[src/rtl/l1a_test_sequencer_if.sv]
// Configuration, trigger-input and status bundle of the L1A test sequencer.
// The master side drives the controls; the sequencer sits on the slave side.
interface l1a_test_sequencer_if #(
    parameter int L1ADDRWIDTH = 7,
    parameter int PERIODWIDTH = 12,
    parameter int LFSRWIDTH   = 16
);
    logic [1:0]             workMode;
    logic                   inL1A;
    logic [PERIODWIDTH-1:0] period;
    logic [LFSRWIDTH-1:0]   randThreshold;
    logic [3:0]             burstLen;
    logic [3:0]             minSpacing;
    logic [11:0]            BCIDoffset;
    logic                   BCIDRst;
    logic                   streamBufAlmostFull;
    logic                   l1Done;
    logic                   outL1A;
    logic [11:0]            outBCID;
    logic [L1ADDRWIDTH:0]   occupancy;
    logic                   throttled;
    logic [15:0]            droppedCount;

    modport master (
        output workMode, inL1A, period, randThreshold, burstLen, minSpacing,
               BCIDoffset, BCIDRst, streamBufAlmostFull, l1Done,
        input  outL1A, outBCID, occupancy, throttled, droppedCount
    );

    modport slave (
        input  workMode, inL1A, period, randThreshold, burstLen, minSpacing,
               BCIDoffset, BCIDRst, streamBufAlmostFull, l1Done,
        output outL1A, outBCID, occupancy, throttled, droppedCount
    );
endinterface

[src/rtl/l1a_test_sequencer.sv]
// L1A test sequencer: external/periodic/random/burst trigger sources, spacing and
// occupancy throttle, BCID tagging. Define L1A_DROP_COUNT_EN to build the drop counter.
//
// Burst FSM
// state | meaning
// IDLE  | waiting for a period tick while in burst mode
// FIRE  | issue one burst candidate, count it off
// GAP   | hold off max(minSpacing,1) cycles before the next FIRE
module l1a_test_sequencer #(
    parameter int L1ADDRWIDTH = 7,
    parameter int PERIODWIDTH = 12,
    parameter int LFSRWIDTH   = 16,
    parameter int BCIDMAX     = 3563
) (
    input  logic                  clk,
    input  logic                  reset,
    l1a_test_sequencer_if.slave   bus
);
    localparam logic [L1ADDRWIDTH:0]   OCC_FULL  = (L1ADDRWIDTH+1)'(1 << L1ADDRWIDTH);
    localparam logic [LFSRWIDTH-1:0]   LFSR_SEED = LFSRWIDTH'(16'hACE1);

    typedef enum logic [1:0] {IDLE, FIRE, GAP} burst_state_e;

    burst_state_e           state_q;
    logic [3:0]             remain_q;
    logic [3:0]             gap_q;

    logic [11:0]            bcid_q, bcid_d;
    logic [PERIODWIDTH-1:0] pcnt_q, pcnt_d;
    logic [PERIODWIDTH-1:0] per_lat_q, per_lat_d;
    logic [PERIODWIDTH-1:0] per_eff;
    logic [LFSRWIDTH-1:0]   lfsr_q, lfsr_d;
    logic [4:0]             spc_q, spc_d;
    logic [L1ADDRWIDTH:0]   occ_q, occ_d;
    logic                   out_l1a_q, out_l1a_d;
    logic [11:0]            out_bcid_q, out_bcid_d;
    logic                   throttled_q, throttled_d;
    logic                   tick, cand, accept, done_ok;

    always_comb begin
        if (bus.BCIDRst)
            bcid_d = (bus.workMode == 2'b00) ? bus.BCIDoffset : 12'd0;
        else if (bcid_q == 12'(BCIDMAX))
            bcid_d = 12'd0;
        else
            bcid_d = bcid_q + 12'd1;

        // The live period is only sampled at count 0, so a change lands at the next wrap.
        per_eff   = (pcnt_q == '0) ? bus.period : per_lat_q;
        per_lat_d = per_eff;
        tick      = (per_eff != '0) && (pcnt_q == per_eff - PERIODWIDTH'(1));
        pcnt_d    = (per_eff == '0 || tick) ? '0 : pcnt_q + PERIODWIDTH'(1);

        lfsr_d = {lfsr_q[LFSRWIDTH-2:0],
                  lfsr_q[LFSRWIDTH-1] ^ lfsr_q[LFSRWIDTH-3] ^
                  lfsr_q[LFSRWIDTH-4] ^ lfsr_q[LFSRWIDTH-6]};

        case (bus.workMode)
            2'b00:   cand = bus.inL1A;
            2'b01:   cand = tick;
            2'b10:   cand = (lfsr_q < bus.randThreshold);
            default: cand = (state_q == FIRE);
        endcase

        accept = cand && (spc_q > {1'b0, bus.minSpacing}) &&
                 (occ_q != OCC_FULL) && !bus.streamBufAlmostFull;

        // spc_q counts cycles since the last accept, saturating well above any minSpacing.
        if (accept)
            spc_d = 5'd1;
        else if (spc_q == 5'h1F)
            spc_d = spc_q;
        else
            spc_d = spc_q + 5'd1;

        done_ok = bus.l1Done && (occ_q != '0);
        occ_d   = occ_q;
        case ({accept, done_ok})
            2'b10:   occ_d = occ_q + (L1ADDRWIDTH+1)'(1);
            2'b01:   occ_d = occ_q - (L1ADDRWIDTH+1)'(1);
            default: occ_d = occ_q;
        endcase

        out_l1a_d   = accept;
        out_bcid_d  = accept ? bcid_q : out_bcid_q;
        throttled_d = (occ_d == OCC_FULL) || bus.streamBufAlmostFull;
    end

    always_ff @(posedge clk or posedge reset) begin
        if (reset) begin
            bcid_q      <= '0;
            pcnt_q      <= '0;
            per_lat_q   <= '0;
            lfsr_q      <= LFSR_SEED;
            spc_q       <= 5'h1F;
            occ_q       <= '0;
            out_l1a_q   <= 1'b0;
            out_bcid_q  <= '0;
            throttled_q <= 1'b0;
        end else begin
            bcid_q      <= bcid_d;
            pcnt_q      <= pcnt_d;
            per_lat_q   <= per_lat_d;
            lfsr_q      <= lfsr_d;
            spc_q       <= spc_d;
            occ_q       <= occ_d;
            out_l1a_q   <= out_l1a_d;
            out_bcid_q  <= out_bcid_d;
            throttled_q <= throttled_d;
        end
    end

    always_ff @(posedge clk or posedge reset) begin
        if (reset) begin
            state_q  <= IDLE;
            remain_q <= '0;
            gap_q    <= '0;
        end else if (bus.workMode != 2'b11) begin
            state_q <= IDLE;
        end else begin
            case (state_q)
                IDLE: if (tick) begin
                    state_q  <= FIRE;
                    remain_q <= (bus.burstLen == 4'd0) ? 4'd1 : bus.burstLen;
                end
                FIRE: begin
                    remain_q <= remain_q - 4'd1;
                    if (remain_q > 4'd1) begin
                        state_q <= GAP;
                        gap_q   <= bus.minSpacing;
                    end else begin
                        state_q <= IDLE;
                    end
                end
                GAP: begin
                    if (gap_q <= 4'd1)
                        state_q <= FIRE;
                    else
                        gap_q <= gap_q - 4'd1;
                end
                default: state_q <= IDLE;
            endcase
        end
    end

`ifdef L1A_DROP_COUNT_EN
    logic [15:0] drop_q, drop_d;

    always_comb begin
        drop_d = drop_q;
        if (cand && !accept && drop_q != 16'hFFFF)
            drop_d = drop_q + 16'd1;
    end

    always_ff @(posedge clk or posedge reset) begin
        if (reset)
            drop_q <= '0;
        else
            drop_q <= drop_d;
    end

    assign bus.droppedCount = drop_q;
`else
    assign bus.droppedCount = 16'd0;
`endif

    assign bus.outL1A    = out_l1a_q;
    assign bus.outBCID   = out_bcid_q;
    assign bus.occupancy = occ_q;
    assign bus.throttled = throttled_q;
endmodule
[src/flat_wrapper.sv]
// flat-port wrapper written by rule: the top's interface ports become plain ports
module l1a_test_sequencer_flat 
#(
    parameter int L1ADDRWIDTH = 7,
    parameter int PERIODWIDTH = 12,
    parameter int LFSRWIDTH   = 16,
    parameter int BCIDMAX     = 3563
)
  (clk, reset, bus_workMode, bus_inL1A, bus_period, bus_randThreshold, bus_burstLen, bus_minSpacing, bus_BCIDoffset, bus_BCIDRst, bus_streamBufAlmostFull, bus_l1Done, bus_outL1A, bus_outBCID, bus_occupancy, bus_throttled, bus_droppedCount);
  l1a_test_sequencer_if #(.L1ADDRWIDTH(L1ADDRWIDTH), .PERIODWIDTH(PERIODWIDTH), .LFSRWIDTH(LFSRWIDTH)) bus_i ();
  input  logic clk;
  input  logic reset;
  input wire logic [$bits(bus_i.workMode)-1:0] bus_workMode;
  input wire logic [$bits(bus_i.inL1A)-1:0] bus_inL1A;
  input wire logic [$bits(bus_i.period)-1:0] bus_period;
  input wire logic [$bits(bus_i.randThreshold)-1:0] bus_randThreshold;
  input wire logic [$bits(bus_i.burstLen)-1:0] bus_burstLen;
  input wire logic [$bits(bus_i.minSpacing)-1:0] bus_minSpacing;
  input wire logic [$bits(bus_i.BCIDoffset)-1:0] bus_BCIDoffset;
  input wire logic [$bits(bus_i.BCIDRst)-1:0] bus_BCIDRst;
  input wire logic [$bits(bus_i.streamBufAlmostFull)-1:0] bus_streamBufAlmostFull;
  input wire logic [$bits(bus_i.l1Done)-1:0] bus_l1Done;
  output wire logic [$bits(bus_i.outL1A)-1:0] bus_outL1A;
  output wire logic [$bits(bus_i.outBCID)-1:0] bus_outBCID;
  output wire logic [$bits(bus_i.occupancy)-1:0] bus_occupancy;
  output wire logic [$bits(bus_i.throttled)-1:0] bus_throttled;
  output wire logic [$bits(bus_i.droppedCount)-1:0] bus_droppedCount;
  assign bus_i.workMode = bus_workMode;
  assign bus_i.inL1A = bus_inL1A;
  assign bus_i.period = bus_period;
  assign bus_i.randThreshold = bus_randThreshold;
  assign bus_i.burstLen = bus_burstLen;
  assign bus_i.minSpacing = bus_minSpacing;
  assign bus_i.BCIDoffset = bus_BCIDoffset;
  assign bus_i.BCIDRst = bus_BCIDRst;
  assign bus_i.streamBufAlmostFull = bus_streamBufAlmostFull;
  assign bus_i.l1Done = bus_l1Done;
  assign bus_outL1A = bus_i.outL1A;
  assign bus_outBCID = bus_i.outBCID;
  assign bus_occupancy = bus_i.occupancy;
  assign bus_throttled = bus_i.throttled;
  assign bus_droppedCount = bus_i.droppedCount;
  l1a_test_sequencer #(.L1ADDRWIDTH(L1ADDRWIDTH), .PERIODWIDTH(PERIODWIDTH), .LFSRWIDTH(LFSRWIDTH), .BCIDMAX(BCIDMAX)) u_core (.clk(clk), .reset(reset), .bus(bus_i));
endmodule
[config.mk]
export PLATFORM = sky130hd
export DESIGN_NAME = l1a_test_sequencer_flat
export DESIGN_NICKNAME = d
export VERILOG_FILES = /design/src/rtl/l1a_test_sequencer_if.sv /design/src/rtl/l1a_test_sequencer.sv /design/src/flat_wrapper.sv
export SDC_FILE = /design/constraint.sdc
export NUM_CORES = 1
export LEC_CHECK = 0
export ABC_AREA = 1
export CORE_UTILIZATION = 56
export CTS_BUF_LIST = sky130_fd_sc_hd__clkbuf_8
export CTS_CLUSTER_DIAMETER = 40
export DETAILED_ROUTE_END_ITERATION = 10
export GPL_ROUTABILITY_DRIVEN = 1
export GPL_TIMING_DRIVEN = 0
export PLACE_DENSITY = 0.95
export SLEW_MARGIN = 20
export SYNTH_ARGS = -nofsm -noshare
export SYNTH_HDL_FRONTEND = slang
export SYNTH_SLANG_ARGS = --single-unit
[constraint.sdc]
create_clock -name clk -period 5.2 [get_ports clk]
set_input_delay 0.52 -clock clk [delete_from_list [all_inputs] [get_ports clk]]
set_output_delay 0.52 -clock clk [all_outputs]
set_load 0.1 [all_outputs]
==> run metrics <==
#FFs+latches synth 89; IO buf count 77; worst-margin pin slew 1.02 ns; largest net degree at the start of global routing 63; nets 893; cell taking the most area after synthesis dfrtp_1; predominant post-synthesis flop cell dfrtp_1; async set-or-reset flop fraction in the synthesized netlist between 90% and 100%; reg2reg end u_core.bus.throttled$_DFF_PP0_; Post-synth EDFFs 0; clock skew 0.0230 ns; leak pwr 0.00351 uW; Diodes inserted 0; filler cell count 664; Setup violations, final 0; DR vias/cell 5.44; CP Max Fanout 10; Remaining Overflow, GRT 0; run status finished, final reports clean; total CTS buffers 9; Rows 36; Residual DRC 0; Period Utilization, post-route 94.2%; Initial Util 57.9%; CTS tree yes; slowest stage delay, CP 0.45 ns; Yosys top cell area share 33.6%; All-Layer GR Usage 26.2%; Pins Over Slew Limit 0; Clk Latency, worst-skew pair 0.38 ns; synth unique cells 51; register area share after synthesis 39.7%; fin cells roughly 940; width of the die 102 um; clock-pin slew on the worst setup and hold paths 0.10 ns; clk buf depth 2; number of global-route vias before repair 4704; core box area 0.00977 sq mm; 1st-pass router iterations 5; post-DR wirelength/cell ~14 um; Mapped Area between 0.005 and 0.006 sq mm; Max Cap Viol 0; post-route setup TNS 0 ns; H-tree Lvls 3; synth warn 0; CP Capture Type flip-flop; Worst Hold Launch u_core.lfsr_q[6]$_DFF_PP1_; CP Class reg -> reg; CP Capture Point u_core.bus.throttled$_DFF_PP0_; Post-DRT Antenna Nets 0; CTS Hold Bufs 0; min cycle time layout 4.90 ns; Tightest Hold Check Type reg -> reg; Most common cell on crit path nand2_1; DIE HEIGHT 102 um; utilization after layout between 70 and 80%; average size of a mapped cell a little over 8 sq um; CP startpoint kind flip-flop; synth top area cells dfrtp_1 34%, ha_1 8.2%, inv_1 7.3%; routability cong. 0.924; Req. time, crit path about 5.5 ns; Setup WS pre-CTS -0.173 ns; drt total wl 13.5 mm; area grow syn2layout 24.2%; Cells after Synth 690; Register-to-Register Setup Slack 0.30 ns; R2R depth 40; global-route wire length before repair 21.4 mm; initial antenna violation count 0; PwrDens 421 mW/mm^2; vias 5097; CP max-delay cell dfrtp_2; layout cells sized above 1 14.8%; Die ar. between 0.01 and 0.015 sq mm; CTS sink count 89; Final WS setup 0.304 ns; IO Count 94; Final HPWL DP 9.57 mm; Slew headroom 31.2%; initial drt markers 256; peak supply drop between 0.4 and 0.5 mV; hold_ws 0.366 ns; final hold vios 0; Root Buffer clkbuf_8; fmax around 0.2 GHz; Worst Setup SP u_core.pcnt_q[0]$_DFF_PP0_; placed cells between 900 and 1000; Data arrival, critical path 5.16 ns; RR Startpoint u_core.pcnt_q[0]$_DFF_PP0_
sequential cells by signal (all words and copies together) (netlist names):
register,flops
u_core.lfsr_q,16
u_core.bus.outL1A,1
u_core.pcnt_q,12
u_core.spc_q,5
u_core.bus.outBCID,12
u_core.bcid_q,12
u_core.remain_q,4
u_core.bus.throttled,1
u_core.gap_q,4
u_core.per_lat_q,12
u_core.bus.occupancy,8
u_core.state_q,2
cell type report:
class | instances | area (sq um) | share of cell area [%]
multi-input cells | 477 | 2940 | 41.9
flip-flops and latches | 89 | 2240 | 32.0
clock inverters | 7 | 106 | 1.51
inverters | 115 | 437 | 6.22
repair buffers | 83 | 836 | 11.9
well taps | 133 | 166 | 2.37
clock buffers | 9 | 124 | 1.76
plain buffers | 24 | 171 | 2.44
per-layer routing:
metal	global-route usage (%)	up-vias	wire length (um)
li1	-	2419	-
met1	33.1	2410	5610
met2	43.7	213	6550
met3	4.41	55	881
met4	12.9	0	478
met5	0	-	0
timing repair:
action,4_1_cts,5_1_grt
pin swaps,0,2
buffers inserted,0,5
endpoints found under the setup margin,2,2
resized for setup,4,13
synthesized netlist by cell type (2+ instances only):
library cell	instances
nor3_1	10
nand4_1	10
nor2_1	61
nor2_8	2
a32o_1	2
nand2_4	7
a31oi_1	2
mux2i_1	3
inv_1	110
nand3b_1	2
dfrtp_1	76
nor2_4	4
nand3_1	58
nand2_2	22
o211ai_1	7
nor4_1	3
dfstp_2	13
xor2_1	20
nor2_2	6
a21oi_1	19
xnor2_1	7
o21ai_0	34
ha_1	37
nor3b_1	6
o21bai_1	3
inv_2	5
buf_4	17
clkbuf_1	5
nand3_2	4
o21ai_4	2
nand2_1	109
o31ai_1	5
worst min-delay path by stage:
stage	endpoint	slack, ns	depth (start not counted)
2_1_floorplan	u_core.lfsr_q[6]$_DFF_PP1_	0.36	0
3_3_place_gp	u_core.lfsr_q[6]$_DFF_PP1_	0.36	0
3_5_place_dp	u_core.lfsr_q[7]$_DFF_PP1_	0.36	0
4_1_cts	u_core.lfsr_q[7]$_DFF_PP1_	0.37	0
5_1_grt	u_core.lfsr_q[7]$_DFF_PP1_	0.38	0
6_report	u_core.lfsr_q[7]$_DFF_PP1_	0.37	0
report_power, final:
part / total, uW / internal, uW / switching [uW]
Sequential: 958 / 836 / 123
Combinational: 1430 / 411 / 1020
Clock: 566 / 281 / 285
Total: 2950 / 1530 / 1430
cell families after synthesis:
kind of cell | Yosys count | synth area share, %
AOI/OAI and AO/OA | 85 | 9.38
xor gates and xnor gates | 27 | 4.18
adders and majority gates | 38 | 8.54
buffers and inverters | 139 | 10.5
DFF | 89 | 39.7
muxes | 4 | 0.730
other | 1 | 0.0663
and+or+nand+nor | 307 | 26.9
placed cells by master (no fill, tap or decap), types with 22 or more instances in the layout:
cell and instances:
nand2_2 22, ha_1 33, o21ai_0 34, nand2_1 108, dfrtp_1 75, nand3_1 58, inv_1 107, buf_4 22
nor2_1 61, clkdlybuf4s50_1 77
critical path, delay by kind of cell, from the launching register on:
kind,cells,cell delay (ns)
AO/OA/AOI/OAI,5,0.71
adder cells (fa/ha/maj),4,0.82
buffers and inverters,5,0.55
flip-flops,1,0.45
AND/OR/NAND/NOR,26,2.24
through the flow:
stage	area, sq um	total power, uW
after floorplan	5710	2010
after global placement	6650	2300
after detailed placement	6680	2360
after CTS	6920	2920
after global routing	7030	3110
final	7030	2950
No activity file was read; power rests on OpenSTA's default activity.
==> patch 1 (config.mk and constraints unchanged) <==
The 3 states of `burst_state_e` get a one-hot encoding in 3 bits.
--- a/src/rtl/l1a_test_sequencer.sv
+++ b/src/rtl/l1a_test_sequencer.sv
@@ -19,7 +19,7 @@
     localparam logic [L1ADDRWIDTH:0]   OCC_FULL  = (L1ADDRWIDTH+1)'(1 << L1ADDRWIDTH);
     localparam logic [LFSRWIDTH-1:0]   LFSR_SEED = LFSRWIDTH'(16'hACE1);
 
-    typedef enum logic [1:0] {IDLE, FIRE, GAP} burst_state_e;
+    typedef enum logic [2:0] {IDLE = 3'b001, FIRE = 3'b010, GAP = 3'b100} burst_state_e;
 
     burst_state_e           state_q;
     logic [3:0]             remain_q;
Check against the original RTL: same outputs for any inputs over 10 cycles, from zero or initial values and one cycle with reset high; not proved beyond that.
==> patch 1 against the unedited design <==
  * Clock skew decreased by 8.0 ps
  * Via count rose by 0.65%
  * Fmax shrank 1.2%
  * Utilization increased by 0.46 points
  * Routed wire length is 3.4% lower
  * Synthesized area grew 0.60%
  * Worst setup slack lost 61 ps
  * Final area up 1.1%
  * First-iteration DRC count is 27% higher
  * Non-clock buffer count grew 9
  * Sequential cell count up 1
  * Power increased by 12%
==> patch 1: results (changes against the unedited design) <==
- Cells after DPL: 938 (+2.4%)
- Status: completed
- Gate count of the mapped netlist: 712 (+3.2%)
- Worst Skew: 14.98 ps (-7.991 ps)
- Start point of the worst hold path: u_core.lfsr_q[5]$_DFF_PP1_
- Largest net degree at the start of global routing: 58 (-7.9%)
- Synth area leaders: dfrtp_1, nand2_1, ha_1, inv_1, dfstp_2
- Min Hold Slack: 375.0 ps (+9.292 ps)
- Initial DRC count: 324 (+27%)
- Gr usage total: 26.02% (-0.21 points)
- Routability Congestion: 0.9201 (-0.42%)
- Vias in the first global route: 4862 (+3.4%)
- LEAKAGE: 3.466 nW (-1.2%)
- Vias per cell: 5.305 (-2.5%)
- R2R Setup Slk: 240 ps (-60 ps)
- Critical Path Fanout Max: 9 (-1)
- Net Sw Frac: 51.16% (+2.9 points)
- Detailed Route WL: 13.07 mm (-3.4%)
- Layout cells sized above 1: 14.87% (+0.067 points)
- Post-DP HPWL: 9.377 mm (-2.0%)
- R2R cell count: 35 (-13%)
- Routed WL per cell: 13.51 µm (-6.4%)
- Relative slew margins: 32.49% (+1.3 points)
- Most instantiated cells after synthesis: nand2_1, inv_1, dfrtp_1
- Dpl ws: -507.2 ps (-334.5 ps)
- Placed Area: 6705 µm² (+0.39%)
- Hold EP: u_core.lfsr_q[6]$_DFF_PP1_
- Crit-path max cell delay: 430 ps (-20 ps)
- Post-synth cell types: 50 (-2.0%)
- Final net count: 923 (+3.4%)
- First-pass DRT Iterations: 7 (+2)
- VDD IR max: 375.3 µV (-8.3%)
- Crit-path slowest cell: dfrtp_1
- Post-synthesis sequential area ratio: 39.89% (+0.23 points)
patch 1: changes by cell type after synthesis, sizes merged, moves of 3 or more:
cell | before | now
inv | 115 | 110
nand2 | 138 | 148
a21oi | 19 | 24
o211ai | 7 | 3
nor3 | 10 | 13
nand3b | 3 | 6
nor2 | 73 | 78
xnor2 | 7 | 10
xor2 | 20 | 16
o21ai | 38 | 41
patch 1: layer usage:
layer	share of wire [%]	up-vias	track usage, %
li1	-	2508	-
met5	0	-	0
met3	5.8	38	3.390
met2	49	204	43.79
met1	43	2380	34.38
met4	2.4	0	9.967
patch 1: kinds of logic (layout without fill, tap and decap cells):
group | Yosys count | in the layout | synth area share [%]
buffers and inverters | 135 | 242 | 10.31
other | 1 | 16 | 0.06591
AND/OR/NAND/NOR | 329 | 329 | 27.20
XOR/XNOR | 26 | 26 | 4.002
adder cells (fa/ha/maj) | 38 | 38 | 8.489
flip-flops | 90 | 90 | 39.89
multiplexers | 2 | 2 | 0.3519
AO/OA/AOI/OAI | 91 | 91 | 9.677
patch 1: worst max-delay path by stage:
| stage | end | slack [ps] | depth (start not counted) | start |
|---|---|---|---|---|
| after global routing | u_core.bus.throttled$_DFF_PP0_ | -60 | 31 | u_core.pcnt_q[6]$_DFF_PP0_ |
| after floorplan | u_core.bus.throttled$_DFF_PP0_ | 340 | 32 | u_core.pcnt_q[0]$_DFF_PP0_ |
| after detailed placement | u_core.bus.throttled$_DFF_PP0_ | -510 | 32 | u_core.pcnt_q[0]$_DFF_PP0_ |
| after global placement | u_core.bus.throttled$_DFF_PP0_ | -300 | 32 | u_core.pcnt_q[0]$_DFF_PP0_ |
| after CTS | u_core.bus.throttled$_DFF_PP0_ | 60 | 33 | u_core.pcnt_q[0]$_DFF_PP0_ |
| final | u_core.bus.throttled$_DFF_PP0_ | 240 | 35 | u_core.pcnt_q[1]$_DFF_PP0_ |
patch 1: power by group through the flow:
stage / clock, W / sequential, W / combinational (W)
after global routing: 0.000509 / 0.00101 / 0.00199
after global placement: 0 / 0.000995 / 0.00167
after floorplan: 0 / 0.00151 / 0.000814
after detailed placement: 0 / 0.00100 / 0.00172
final: 0.000476 / 0.000996 / 0.00184
after CTS: 0.000484 / 0.000992 / 0.00177
patch 1: layout make-up:
type                    count  area (µm²)
multi-input cells         502        2989
fillers                   721        2716
flip-flops and latches     90        2271
repair buffers             91       888.4
inverters                 110       415.4
plain buffers              25       177.7
well taps                 133       166.4
clock buffers              10       137.6
clock inverters             6       57.56
patch 1: timing repair:
action                                  CTS  global route
setup buffers                             2            11
resized for setup                        11            17
pin swaps                                 2             5
hold buffers                              0             0
endpoints found under the setup margin    2             2
==> patch 2 (same flow settings) <==
Made on the original files. The option `L1A_DROP_COUNT_EN` is turned on by a define.
--- a/src/rtl/l1a_test_sequencer.sv
+++ b/src/rtl/l1a_test_sequencer.sv
@@ -6,6 +6,8 @@
 // IDLE  | waiting for a period tick while in burst mode
 // FIRE  | issue one burst candidate, count it off
 // GAP   | hold off max(minSpacing,1) cycles before the next FIRE
+`define L1A_DROP_COUNT_EN
+
 module l1a_test_sequencer #(
     parameter int L1ADDRWIDTH = 7,
     parameter int PERIODWIDTH = 12,
Function: changed (a bounded check fails within 4 cycles, from zero or initial values and one cycle with reset high).
==> patch 2 against the unedited design <==
  * Worst setup slack worse by 160 ps
  * Routed wire length is 15% higher
  * Sequential share of layout area is 0.67 points higher
  * Power is 43% higher
  * Sequential cell count is 16 higher
  * Final area is 15% higher
  * Final cell count is 14% higher
  * First-iteration DRC count is 42% higher
  * Critical path depth is 12 lower
  * Synthesized area is 17% higher
  * Highest routed layer unchanged
==> patch 2: results (changes against the unedited design) <==
- Layout cells sized above 1: 12.94% (-1.9 points)
- Detailed Route WL: 15.49 mm (+15%)
- First-pass GRT wire length: 26.08 mm (+22%)
- Status: completed
- Post-synth cell types: 49 (-3.9%)
- Filler cell count: 818 (+23%)
- Worst r2r src: u_core.pcnt_q[1]$_DFF_PP0_
- Non-Clock Inverter Count: 136 (+18%)
- Largest net degree at the start of global routing: 69 (+9.5%)
- R2R Setup Slk: 140 ps (-160 ps)
- VDD IR max: 597.3 µV (+46%)
- Vias in the first global route: 5647 (+20%)
- Min Hold Slack: 372.5 ps (+6.853 ps)
- Met3 GRT Util: 3.183% (-1.2 points)
- Comb pwr share: 56.0% (+7.6 points)
- First-pass DRT Iterations: 4 (-1)
- Gate count of the mapped netlist: 812 (+18%)
- Gr usage total: 26.10% (-0.14 points)
- Multi-input comb cells: 559 (+17%)
- FP Rows: 39 (+8.3%)
- Placed Area: 7745 µm² (+16%)
- Post-synthesis sequential area ratio: 40.04% (+0.37 points)
- Post-route insts no fill: 1070 (+14%)
- Met2 wire len: 7.506 mm (+15%)
- Crit-path slowest cell: dfrtp_1
- Multi-input combinational area share: 42.20% (+0.35 points)
- Clock buf count: 10 (+1)
- PortBufs: 93 (+21%)
- LEAKAGE: 3.909 nW (+11%)
- Final net count: 1017 (+14%)
- Vias per cell: 5.394 (-0.83%)
- Metal3 WL: 735 µm (-17%)
- Final worst-path cycle share: 97.30% (+3.1 points)
- Final core utilization: 70.68% (-1.2 points)
- Routed metal-1 wirelength: 6.701 mm (+19%)
- Dpl ws: -376.4 ps (-203.8 ps)
- Internal: 0.002110 W (+38%)
- Routability Congestion: 0.8566 (-7.3%)
- Grt met1 use: 34.55% (+1.4 points)
- Synth area leaders: dfrtp_1, nand2_1, ha_1, inv_1, dfstp_2
- NonClk Buf Share: 13.52% (-0.81 points)
patch 2: cell types whose count changed in the layout (fill, tap and decap cells not counted), moves of 11 or more:
| cell | delta |
|---|---|
| buf_4 | -16 |
| clkdlybuf4s50_1 | +16 |
| nand4_1 | +12 |
| inv_1 | +18 |
| conb_1 | -16 |
| nor3_1 | +11 |
| o21ai_2 | +13 |
| dfrtp_1 | +17 |
| nand2_1 | +58 |
| xor2_1 | +13 |
patch 2: cell families (layout without fill, tap and decap cells):
family | after synthesis | in the layout | share of synthesized area [%]
XOR/XNOR | 41 | 41 | 5.439
AND/OR/NAND/NOR | 385 | 385 | 28.56
buffers and inverters | 148 | 263 | 9.115
adder cells (fa/ha/maj) | 39 | 39 | 7.504
AO/OA/AOI/OAI | 91 | 91 | 8.888
flip-flops | 105 | 105 | 40.04
multiplexers | 3 | 3 | 0.4548
patch 2: repair_timing:
action,4_1_cts,5_1_grt
endpoints found under the setup margin,2,2
resized for setup,3,12
setup buffers,3,2
gates cloned,0,0
pin swaps,1,1
